## src/rtl/mem_arbiter.sv

```systemverilog
// ============================================================================
// Module      : mem_arbiter
// Description : Two-requester round-robin arbiter in front of a single memory
//               path. Each access takes IDLE -> ACCESS -> RESP, three cycles.
// Revision    : 1.0  initial release
// ============================================================================
`default_nettype none

module mem_arbiter (
  input  logic        clk,
  input  logic        rst_n,
  input  logic        a_req,
  input  logic        a_we,
  input  logic [31:0] a_addr,
  input  logic [31:0] a_wdata,
  input  logic [2:0]  a_ctrl,
  output logic        a_gnt,
  output logic        a_rvalid,
  output logic [31:0] a_rdata,
  input  logic        b_req,
  input  logic        b_we,
  input  logic [31:0] b_addr,
  input  logic [31:0] b_wdata,
  input  logic [2:0]  b_ctrl,
  output logic        b_gnt,
  output logic        b_rvalid,
  output logic [31:0] b_rdata,
  output logic [31:0] m_addr,
  output logic [31:0] m_dataW,
  output logic [2:0]  m_ctrl,
  output logic        m_memR,
  output logic        m_memW,
  input  logic [31:0] m_dataR,
  output logic        busy
);

  typedef enum logic [1:0] {
    IDLE   = 2'd0,
    ACCESS = 2'd1,
    RESP   = 2'd2
  } state_t;

  state_t      state_q, state_d;
  logic        last_b_q, last_b_d;   // 1 when B held the most recent grant
  logic        win_b_q, win_b_d;
  logic        we_q, we_d;
  logic [31:0] addr_q, addr_d;
  logic [31:0] wdata_q, wdata_d;
  logic [2:0]  ctrl_q, ctrl_d;
  logic [31:0] rdata_q, rdata_d;
  logic        gnt_a, gnt_b;

  // Gated by rst_n so no grant can appear while reset is still asserted.
  always_comb begin
    gnt_a = 1'b0;
    gnt_b = 1'b0;
    if (rst_n && (state_q == IDLE)) begin
      if (a_req && (!b_req || last_b_q)) begin
        gnt_a = 1'b1;
      end else if (b_req) begin
        gnt_b = 1'b1;
      end
    end
  end

  always_comb begin
    state_d  = state_q;
    last_b_d = last_b_q;
    win_b_d  = win_b_q;
    we_d     = we_q;
    addr_d   = addr_q;
    wdata_d  = wdata_q;
    ctrl_d   = ctrl_q;
    rdata_d  = rdata_q;
    case (state_q)
      IDLE: begin
        if (gnt_a || gnt_b) begin
          state_d  = ACCESS;
          last_b_d = gnt_b;
          win_b_d  = gnt_b;
          we_d     = gnt_b ? b_we    : a_we;
          addr_d   = gnt_b ? b_addr  : a_addr;
          wdata_d  = gnt_b ? b_wdata : a_wdata;
          ctrl_d   = gnt_b ? b_ctrl  : a_ctrl;
        end
      end
      ACCESS: begin
        state_d = RESP;
        if (!we_q) begin
          rdata_d = m_dataR;
        end
      end
      RESP:    state_d = IDLE;
      default: state_d = IDLE;
    endcase
  end

  always_ff @(posedge clk or negedge rst_n) begin
    if (!rst_n) begin
      state_q  <= IDLE;
      last_b_q <= 1'b1;
      win_b_q  <= 1'b0;
      we_q     <= 1'b0;
      addr_q   <= 32'd0;
      wdata_q  <= 32'd0;
      ctrl_q   <= 3'd0;
      rdata_q  <= 32'd0;
    end else begin
      state_q  <= state_d;
      last_b_q <= last_b_d;
      win_b_q  <= win_b_d;
      we_q     <= we_d;
      addr_q   <= addr_d;
      wdata_q  <= wdata_d;
      ctrl_q   <= ctrl_d;
      rdata_q  <= rdata_d;
    end
  end

  always_comb begin
    a_gnt    = gnt_a;
    b_gnt    = gnt_b;
    a_rvalid = 1'b0;
    a_rdata  = 32'd0;
    b_rvalid = 1'b0;
    b_rdata  = 32'd0;
    m_addr   = 32'd0;
    m_dataW  = 32'd0;
    m_ctrl   = 3'd0;
    m_memR   = 1'b0;
    m_memW   = 1'b0;
    busy     = (state_q != IDLE);
    case (state_q)
      ACCESS: begin
        m_addr  = addr_q;
        m_dataW = wdata_q;
        m_ctrl  = ctrl_q;
        m_memR  = !we_q;
        m_memW  = we_q;
      end
      RESP: begin
        if (win_b_q) begin
          b_rvalid = 1'b1;
          b_rdata  = we_q ? 32'd0 : rdata_q;
        end else begin
          a_rvalid = 1'b1;
          a_rdata  = we_q ? 32'd0 : rdata_q;
        end
      end
      default: ;
    endcase
  end

endmodule

`default_nettype wire

```

## config.mk

```make
export PLATFORM = sky130hd
export DESIGN_NAME = mem_arbiter
export DESIGN_NICKNAME = d
export VERILOG_FILES = /design/src/rtl/mem_arbiter.sv
export SDC_FILE = /design/constraint.sdc
export NUM_CORES = 1
export LEC_CHECK = 0
export CELL_PAD_IN_SITES_DETAIL_PLACEMENT = 0
export CELL_PAD_IN_SITES_GLOBAL_PLACEMENT = 1
export CORE_MARGIN = 3
export CORE_UTILIZATION = 31
export DETAILED_ROUTE_END_ITERATION = 8
export GPL_TIMING_DRIVEN = 0
export HOLD_SLACK_MARGIN = 0.03
export PLACE_DENSITY = 0.93
export SLEW_MARGIN = 20
export SYNTH_ARGS = -nofsm -noshare
export SYNTH_HDL_FRONTEND = slang
export SYNTH_SLANG_ARGS = --single-unit
```

## constraint.sdc

```tcl
create_clock -name clk -period 3.08 [get_ports clk]
set_input_delay 0.924 -clock clk [delete_from_list [all_inputs] [get_ports clk]]
set_output_delay 0.924 -clock clk [all_outputs]
set_load 0.02 [all_outputs]
```

Word-level counts from Yosys, hierarchy flattened --
Index checks and enable logic that the tools add are counted.
Storage, ports and cells: register bits 104, output and inout bits 138
Operators by class: eq/ne operators 3, muxes and demuxes 25, reductions and logical operators 10, bitwise logic cells 1
Operators with widths (number):
- two-way mux 32 bit | 9
- two-way mux 1 bit | 12
- two-way mux 3 bit | 2
- case mux 2 bit (2 select lines) | 1
- AND reduction 2 bit | 2
- == test 2 x 1 -> 1 bit (second input constant) | 1
- == test 2 bit (second input constant) | 1
- logical AND 1 bit | 2
- zero test 1 bit | 2
- zero test 2 bit | 1
- logical OR 1 bit | 2
- two-way mux 2 bit | 1
- != test 2 x 1 -> 1 bit (second input constant) | 1
- nonzero test 2 bit | 1
- NOT 1 bit | 1

Depth between registers and ports, before layout --
Gate-level depths: netlist (run 1).
word-level depth 8, mapped depth 5

Worst setup path after synthesis (run 1) --
No wires, ideal clock.
kind input port to output port, from in rst_n, to out a_gnt, setup slack 533 ps, data required time 2156 ps, data arrival time 1623 ps, stages 2, cells stage by stage nor3b_4 and3_1
On the way: cells in the longest elaborated chain, start to end 2
RTL lines:
- start: declaration | RTL line 11 | input logic rst_n,
- logical AND 1 bit | RTL line 57 | if (rst_n && (state_q == IDLE)) begin
- two-way mux 1 bit | RTL line 57
- end: declaration | RTL line 17 | output logic a_gnt,
No other way between the ends.

Worst setup path in the final report (run 1) --
from in a_req, to out b_gnt
On the way: cells in the longest elaborated chain, start to end 3
RTL lines:
- start: declaration | RTL line 12 | input logic a_req,
- logical AND 1 bit | RTL line 58 | if (a_req && (!b_req || last_b_q)) begin
- two-way mux 1 bit | RTL line 58
- two-way mux 1 bit | RTL line 57
- end: declaration | RTL line 25 | output logic b_gnt,
No other way between the ends.

==> results of run 1 <==
==> power by group through the flow <==
stage	Sequential [mW]	Clock, mW	Combinational (mW)
after detailed placement	2.06	0	1.85
after floorplan	1.96	0	1.12
final	2.04	1.32	1.79
after CTS	2.04	1.35	1.81
after global placement	2.04	0	1.83
after global routing	2.10	1.40	1.95
==> sequential cells by signal (all words and copies together), names as in the netlist <==
signal	flops
wdata_q	32
rdata_q	32
last_b_q	1
win_b_q	1
addr_q	32
ctrl_q	3
state_q	2
we_q	1
==> synth_stat cells (all sizes together) (3+ instances only) <==
master,n
a21oi,129
a31oi,6
and2,133
buf,33
clkbuf,33
dfrtp,103
mux2,32
nand2,3
nand3,6
nor2,7
o21ai,67
o31ai,61
==> worst max-delay path by stage <==
| stage | slack [ns] | to | start | cells after the start |
|---|---|---|---|---|
| 2_1_floorplan | 0.53 | a_gnt | rst_n | 2 |
| 3_3_place_gp | -5.24 | b_gnt | rst_n | 4 |
| 3_5_place_dp | -1.03 | b_gnt | a_req | 5 |
| 4_1_cts | 0.03 | a_gnt | a_req | 4 |
| 5_1_grt | 0.002 | b_rdata[31] | state_q[0]$_DFFE_PN0P_ | 4 |
| 6_report | 0.08 | b_gnt | a_req | 5 |
==> repair_timing <==
action                     in CTS  in global routing
pin swaps                       0                  0
gates resized for setup       146                  7
hold endpoints to repair        0                  0
setup endpoints to repair     135                 17
buffers inserted                4                  0
==> metal layers <==
layer  share of wire  vias to the layer above  GRT usage
met1            0.43                     2793     0.2582
met5               0                        -          0
met2            0.49                      243     0.3533
met4           0.016                        0    0.05644
li1                -                     2906          -
met3           0.070                       22    0.04858
==> cell usage in the layout, fill, tap and decap left out, types with 2 or more instances in the layout <==
master                            count
sky130_fd_sc_hd__buf_2               10
sky130_fd_sc_hd__mux2_2               3
sky130_fd_sc_hd__o21ai_1             22
sky130_fd_sc_hd__clkbuf_4             6
sky130_fd_sc_hd__clkbuf_2             6
sky130_fd_sc_hd__dfrtp_2              2
sky130_fd_sc_hd__buf_4                6
sky130_fd_sc_hd__clkbuf_1            20
sky130_fd_sc_hd__o21ai_0             45
sky130_fd_sc_hd__clkbuf_16            9
sky130_fd_sc_hd__nand3_1              6
sky130_fd_sc_hd__dlygate4sd2_1      111
sky130_fd_sc_hd__dfrtp_1            101
sky130_fd_sc_hd__buf_6               20
sky130_fd_sc_hd__nor2b_4              2
sky130_fd_sc_hd__nand2_1              2
sky130_fd_sc_hd__mux2_4              29
sky130_fd_sc_hd__o31ai_1             61
sky130_fd_sc_hd__clkdlybuf4s50_1    193
sky130_fd_sc_hd__or2_2                2
sky130_fd_sc_hd__nor2_1               7
sky130_fd_sc_hd__nand2b_1             2
sky130_fd_sc_hd__and2_1             132
sky130_fd_sc_hd__a31oi_1              6
sky130_fd_sc_hd__bufinv_16            3
sky130_fd_sc_hd__buf_12               5
sky130_fd_sc_hd__a21oi_1            128
==> area by class of cell <==
| class | instances | share of cell area |
|---|---|---|
| Timing Repair Buffer | 314 | 0.3083 |
| Tap cell | 260 | 0.03311 |
| Buffer | 66 | 0.05145 |
| Inverter | 1 | 0.0003820 |
| Clock buffer | 10 | 0.02330 |
| Sequential cell | 104 | 0.2652 |
| Clock inverter | 5 | 0.01082 |
| Multi-Input combinational cell | 460 | 0.3074 |
==> metrics by stage <==
step	util	power (mW)	area [sq um]	setup TNS, ns
after floorplan	-	3.076	6075	0
after global placement	0.5008	3.869	9493	-606.38
after detailed placement	0.5023	3.914	9522	-5.439
after CTS	0.5182	5.200	9823	0
after global routing	0.5184	5.443	9826	0
final	0.5184	5.149	9826	0
==> worst max-delay path, delay by kind of cell <==
kind	cells	cell delay, ns
simple gates	2	0.36
buf+inv	3	0.79
==> cell families (layout without fill, tap and decap cells) <==
group	count (synthesis)	after routing	synth area share
and+or+nand+nor	163	163	0.1705
DFF	104	104	0.4286
muxes	32	32	0.07724
AOI/OAI and AO/OA	265	265	0.2461
buffers and inverters	67	396	0.07744
==> results by stage, run 1 <==
Place:
- The HPWL after detailed placement is approximately 17000 um.
- After detailed placement, the design holds a cell count of 1201.
- OpenSTA, run right after detailed placement, puts the worst setup slack at -1.031 ns.
- Routability-driven placement finished with a final weighted congestion of about 0.85.
- The number of port buffers is 309.

Critical path:
- The flop-to-flop setup slack is roughly 1.4 ns.
- STA classifies the critical path endpoint as an output port.
- The largest single stage delay on the critical path is 0.46 ns.
- The slowest cell on the critical path is sky130_fd_sc_hd__clkdlybuf4s50_1.
- The critical path goes through clkdlybuf4s50_1, clkbuf_8, and2_2, nor2_1, buf_4.
- For the worst setup path, the data arrival time is approximately 2.1 ns.
- The startpoint type of the worst setup path is a primary input.
- The number of cells on the worst reg-to-reg path is 6.
- The top fanout value on the critical path is 7.
- The worst register-to-register path ends at rdata_q[8]$_DFFE_PN0P_.
- In this run the critical register-to-register path is launched from state_q[0]$_DFFE_PN0P_.
- Data on the critical path is required at its endpoint by ~2.2 ns.
- The worst setup path is of the in -> out kind.

Die:
- For this configuration, the core starts out at a cell density of 0.3205.
- The core outline area is 18960 sq um.
- The die span in x is between 100 and 150 um.
- The top-level I/O count is 310.
- The chip height is 146.0 um.
- The floorplan step defined a die boundary enclosing between 20000 and 25000 sq um.
- The number of placement rows is 50.

Worst hold path:
- The min-delay analysis places its worst path in the category in -> async.

Logic synthesis:
- The most frequently used flop master after synthesis is sky130_fd_sc_hd__dfrtp_1.
- The async set or reset register ratio after synthesis is 1.000.
- Each instance of the synthesized netlist takes up on average 9.627 sq um.
- The register area share after synthesis is 0.4286.
- Sorting the synthesized cells by area gives the leading types as sky130_fd_sc_hd__dfrtp_1, sky130_fd_sc_hd__and2_1, sky130_fd_sc_hd__a21oi_1, sky130_fd_sc_hd__o31ai_1, sky130_fd_sc_hd__mux2_4.
- Of the post-synthesis cell area, the dominant cell type holds 0.4243.
- The netlist area before placement is 6075 sq um.
- The number of distinct standard cells referenced by the synthesized netlist is 36.
- The number of synthesized flops with an enable pin is 0.
- The flip-flop and latch count after synthesis is about 100.
- The Yosys step of the flow raised 0 warnings.
- In the synthesized netlist, the number of instances is 631.
- The number of nets handed over by synthesis was 803.
- sky130_fd_sc_hd__dfrtp_1 takes more of the synthesized area than any other cell.

CTS:
- The root buffer cell chosen for the clock tree is sky130_fd_sc_hd__clkbuf_16.
- The TritonCTS clock tree is yes.
- Clock tree synthesis inserted a total of 9 buffers.
- For the worst-skew pair, the clock arrives at the later sink with an insertion delay of ~0.35 ns.
- The register clock-pin slew on the reported worst setup and hold paths is approximately 0.07 ns.
- CTS built an H-tree with a depth of 3.
- The number of buffers between clock root and the deepest sink is 2.
- The clock sink count is 104.
- The number of hold buffers added after cts is 0.

STA:
- The fmax is 0.3335 GHz.
- The final count of hold timing violations is 0.
- For the final database, setup skew stands at about 0.0071 ns.
- Setup repair after global routing left no endpoint under its margin.
- The final setup violation count is 0.
- The number of max-slew violations in the final report is 0.
- The worst hold margin is 0.4355 ns.
- The worst setup margin is approximately 0.081 ns.
- Measured against its own limit, the worst slew margin works out to 0.4332.
- In the finished design, the share of the clock period the worst path needs comes to 0.9736.
- At the pin with the least slew margin, the transition time is 0.8471 ns.
- Subtracting the final worst setup slack from the clock period gives 2.999 ns.

Power and ir drop:
- The highest ir drop seen on vdd is 0.0004306 V.
- The total internal power is ~3.5 mW.
- Of the total power, the clock network draws 0.257.
- In this run the power density over the cells is 524.0 nW/um^2.
- Summed over all nets, the switching power comes to 1.631 mW.
- Of the total power, the share spent switching nets is 0.3168.
- Of the total power, combinational logic draws 0.348.
- The cell leakage power is 4.527 nW.
- Of the total power, registers draw 0.395.

GRT:
- The number of global-route vias before repair came to 6157.
- The number of antenna violations at the first check in global routing is 0.
- The total overflow reported by the global router is 0.
- The first global-routing pass estimated 34790 um of wire.
- Across every metal layer, demand over resource in global routing totals 0.2051.
- Entering global routing, the biggest net connects 59 pins.

Final layout:
- Across the whole layout, storage elements account for 2606 sq um.
- The area growth from synthesis to layout is 61.75%.
- For this run, the post-layout net count is 1128.
- The share of post-route cells with drive strength above 1 is 0.1208.
- Excluding fillers, the count of instances in the completed layout stands at around 1.2k.
- The multi-input logic area is around 3000 sq um.
- The filler cells instantiated in the layout total 1816.
- 0 antenna diodes ended up in the layout.

Drt:
- The total routed wirelength is 22490 um.
- The routed layout has approximately 6.0k vias.
- Dividing the detail-routed wire length by the instance count gives 18.43 um.
- Dividing the detail-routed via count by the number of cells gives 4.889.
- The detailed-route DRC error count is 0.
- The number of optimization iterations in the first detailed-route pass is 4.
- The count of nets left with antenna violations once routing finished came out at 0.
- For this block, the initial DRC count from the detailed router was 334.

Status:
- The flow ran to the end, and the final reports show no timing, DRC or antenna violations.

Job:
- Across the run, the number of max-cap violations was 0.
No activity file was read; power rests on OpenSTA's default activity.
==> inputs of run 2 (changes only) <==
--- a/config.mk
+++ b/config.mk
@@ -10,9 +10,10 @@
 export CORE_MARGIN = 3
 export CORE_UTILIZATION = 31
 export DETAILED_ROUTE_END_ITERATION = 8
+export GPL_ROUTABILITY_DRIVEN = 0
 export GPL_TIMING_DRIVEN = 0
 export HOLD_SLACK_MARGIN = 0.03
-export PLACE_DENSITY = 0.93
+export PLACE_DENSITY = 0.9
 export SLEW_MARGIN = 20
 export SYNTH_ARGS = -nofsm -noshare
 export SYNTH_HDL_FRONTEND = slang
==> run 2 against run 1 <==
Effect of this change: power decreased by 2.4%; flip-flop and latch count unchanged; non-clock buffer count grew 1; via count up 1.7%; clock-buffer cell count unchanged; critical path type is now reg -> out; largest cell class unchanged.
==> results by stage, run 2 (synthesis results as in run 1) <==
GRT:
- The number of antenna violations at the first check in global routing was 1.
- The total overflow reported by the global router is 0.
- The first-pass GRT wire length is 35110 um.
- In the global route stage, overall resource usage came out at 0.2087.
- The pin count of the biggest net entering global routing is 53.
- The number of global-route vias before repair is 6053.

CTS:
- The later-pin clock latency in the skew report is 0.35 ns.
- The register clock-pin slew on the reported worst setup and hold paths is 0.07 ns.
- The number of buffers between clock root and the deepest sink is 2.
- The number of clock buffers added by TritonCTS is 9.
- TritonCTS built the clock tree.
- The root cell of the clock tree is sky130_fd_sc_hd__clkbuf_16.
- The H-tree was split into 3 levels.
- For this design, the CTS-stage hold fixing added 0 buffers.
- The clock drives 104 sinks.

Drt:
- The detailed-route DRC error count is 0.
- Using the TritonRoute via totals, the vias-per-cell ratio works out to a little under 5.
- The routed wire length per instance is 19.07 um.
- The initial DRC count is 366.
- The count of nets left with antenna violations after detail routing is 0.
- The final route contains 6068 vias.
- The number of optimization iterations in the first detailed-route pass is 4.
- The total routed wirelength is 23300 um.

Critical path:
- The startpoint type of the worst setup path is a flop.
- Data arrives at the worst endpoint at 2.06 ns.
- The endpoint kind of the worst setup timing path is an output port.
- Data on the critical path is required at its endpoint by 2.16 ns.
- The setup path with the least slack is of type reg -> out.
- The top fanout value on the critical path is 7.

Power and ir drop:
- The power density of the placed cells is 505.0 nW/um^2.
- The cell leakage power is 5.038 nW.
- The sum of internal, switching and leakage power is approximately 5.0 mW.
- The highest ir drop seen on vdd is ~0.00029 V.

Place:
- Summed over all nets, the half-perimeter wirelength after detailed placement is 17330 um.
- The instance count after placement with tap cells included is between 1k and 1.5k.
- The number of port buffers is 309.
- Summing all placed instances gives a cell area of ~9500 sq um.

Die:
- From bottom edge to top edge, the die measures 146.0 um.
- The core outline area is 18960 sq um.
- In this run the core area contains 50 standard-cell rows.
- The starting density of the core is 0.3205.
- The top-level I/O count is 310.
- Measured along the x axis, the die boundary spans between 100 and 150 um.
- The floorplan step defined a die boundary enclosing 21310 sq um.

STA:
- In this run the tightest slew margin relative to its limit is 0.4576.
- Setup repair after global routing left no endpoint under its margin.
- The total negative setup slack is 0 ns.
- The worst path needs between 2 and 3 ns of the cycle, external delays included.
- The fmax is 0.3354 GHz.
- The number of max-slew violations in the final report is 0.
- The final setup violation count is 0.
- The slew at the pin closest to its max-slew limit is 0.8105 ns.
- Of the available clock period, the critical path in the final layout requires 0.9680.
- The clock arrives with 0.005756 ns of skew.
- The final count of hold timing violations was 0.

Final layout:
- The finished layout holds about 1.2k standard cells, fillers aside.
- The count of fill cells added during filler insertion is 1794.
- Summing all multi-input logic gate instances after layout gives 3020 sq um.
- The combined flip-flop and latch cell area is 2608 sq um.
- The largest registers in the layout are addr_q: 32 flops, rdata_q: 32 flops, wdata_q: 32 flops.
- The top cell types in the final layout, fill and taps aside, are sky130_fd_sc_hd__clkdlybuf4s50_1, sky130_fd_sc_hd__and2_1, sky130_fd_sc_hd__a21oi_1.
- The most common cell after layout, fill and taps aside is sky130_fd_sc_hd__clkdlybuf4s50_1.
- The area growth from synthesis to layout is 63.81%.
- The number of nets in the layout is 1129.
- The share of post-route cells with drive strength above 1 is 0.1238.
- The finished layout cell area is 9951 sq um.

Worst hold path:
- The path class of the lowest-slack min-delay path is in -> async.

Status:
- The flow ran to the end, and the final reports show no timing, DRC or antenna violations.

Job:
- Across the run, the number of max-cap violations was 0.
==> run 2: critical path, cell delays in order (launching register included) <==
cell and delay, ns:
sky130_fd_sc_hd__dfrtp_2 0.45, sky130_fd_sc_hd__and3b_1 0.28, sky130_fd_sc_hd__and2b_2 0.23, sky130_fd_sc_hd__and2_1 0.15, sky130_fd_sc_hd__clkdlybuf4s50_1 0.61
==> run 2: area by class of cell <==
type	count	area share
tap	260	0.03269
antenna	1	0.0002515
inverter	1	0.0003772
timing repair buffer	315	0.3209
multi-input combinational	460	0.3035
clock buffer	10	0.02402
clock inverter	5	0.005784
buffer	66	0.05042
sequential	104	0.2620
==> run 2: path summary, 6_finish.rpt <==
check | endpoint | startpoint | depth (start not counted) | slack, ns
hold reg to reg | wdata_q[19]$_DFFE_PN0P_ | wdata_q[19]$_DFFE_PN0P_ | 2 | 0.48
hold / removal | wdata_q[20]$_DFFE_PN0P_ | rst_n | 1 | 0.42
setup reg to reg | wdata_q[1]$_DFFE_PN0P_ | state_q[0]$_DFFE_PN0P_ | 6 | 1.30
min in group clk | wdata_q[19]$_DFFE_PN0P_ | wdata_q[19]$_DFFE_PN0P_ | 2 | 0.48
setup / recovery | b_rdata[0] | state_q[0]$_DFFE_PN0P_ | 4 | 0.1
max in group asynchronous | win_b_q$_DFFE_PN0P_ | rst_n | 2 | 2.04
==> run 2: timing repair <==
action                                  in CTS  in global routing
resized for setup                          120                 42
setup buffers                                3                  1
pin swaps                                    1                  0
endpoints found under the setup margin     135                 44
cloned                                       1                  1
==> run 2: report_power, final <==
| part | leakage [nW] | internal (mW) | switching (mW) | total (mW) |
|---|---|---|---|---|
| logic | 3.63 | 0.957 | 0.851 | 1.81 |
| registers | 1.27 | 1.78 | 0.256 | 2.04 |
| clock network | 0.137 | 0.648 | 0.528 | 1.18 |
==> run 2: per-stage QoR <==
step | utilization | hold slack [ns] | worst slack, ns
floorplan | - | 0.4519 | 0.5335
global placement | 0.5008 | 0.4634 | -5.401
detailed placement | 0.5023 | 0.4712 | -1.197
CTS | 0.5197 | 0.4278 | -0.1750
global route | 0.5250 | 0.4063 | 0.01199
finish | 0.5250 | 0.4229 | 0.09844
==> run 2: routing by layer <==
layer | routed length (um) | vias to the layer above | global-route usage
met5 | 0 | - | 0
met1 | 9801 | 2920 | 0.2566
met3 | 1698 | 21 | 0.06073
met4 | 379 | 0 | 0.05456
li1 | - | 2898 | -
met2 | 11420 | 229 | 0.3596
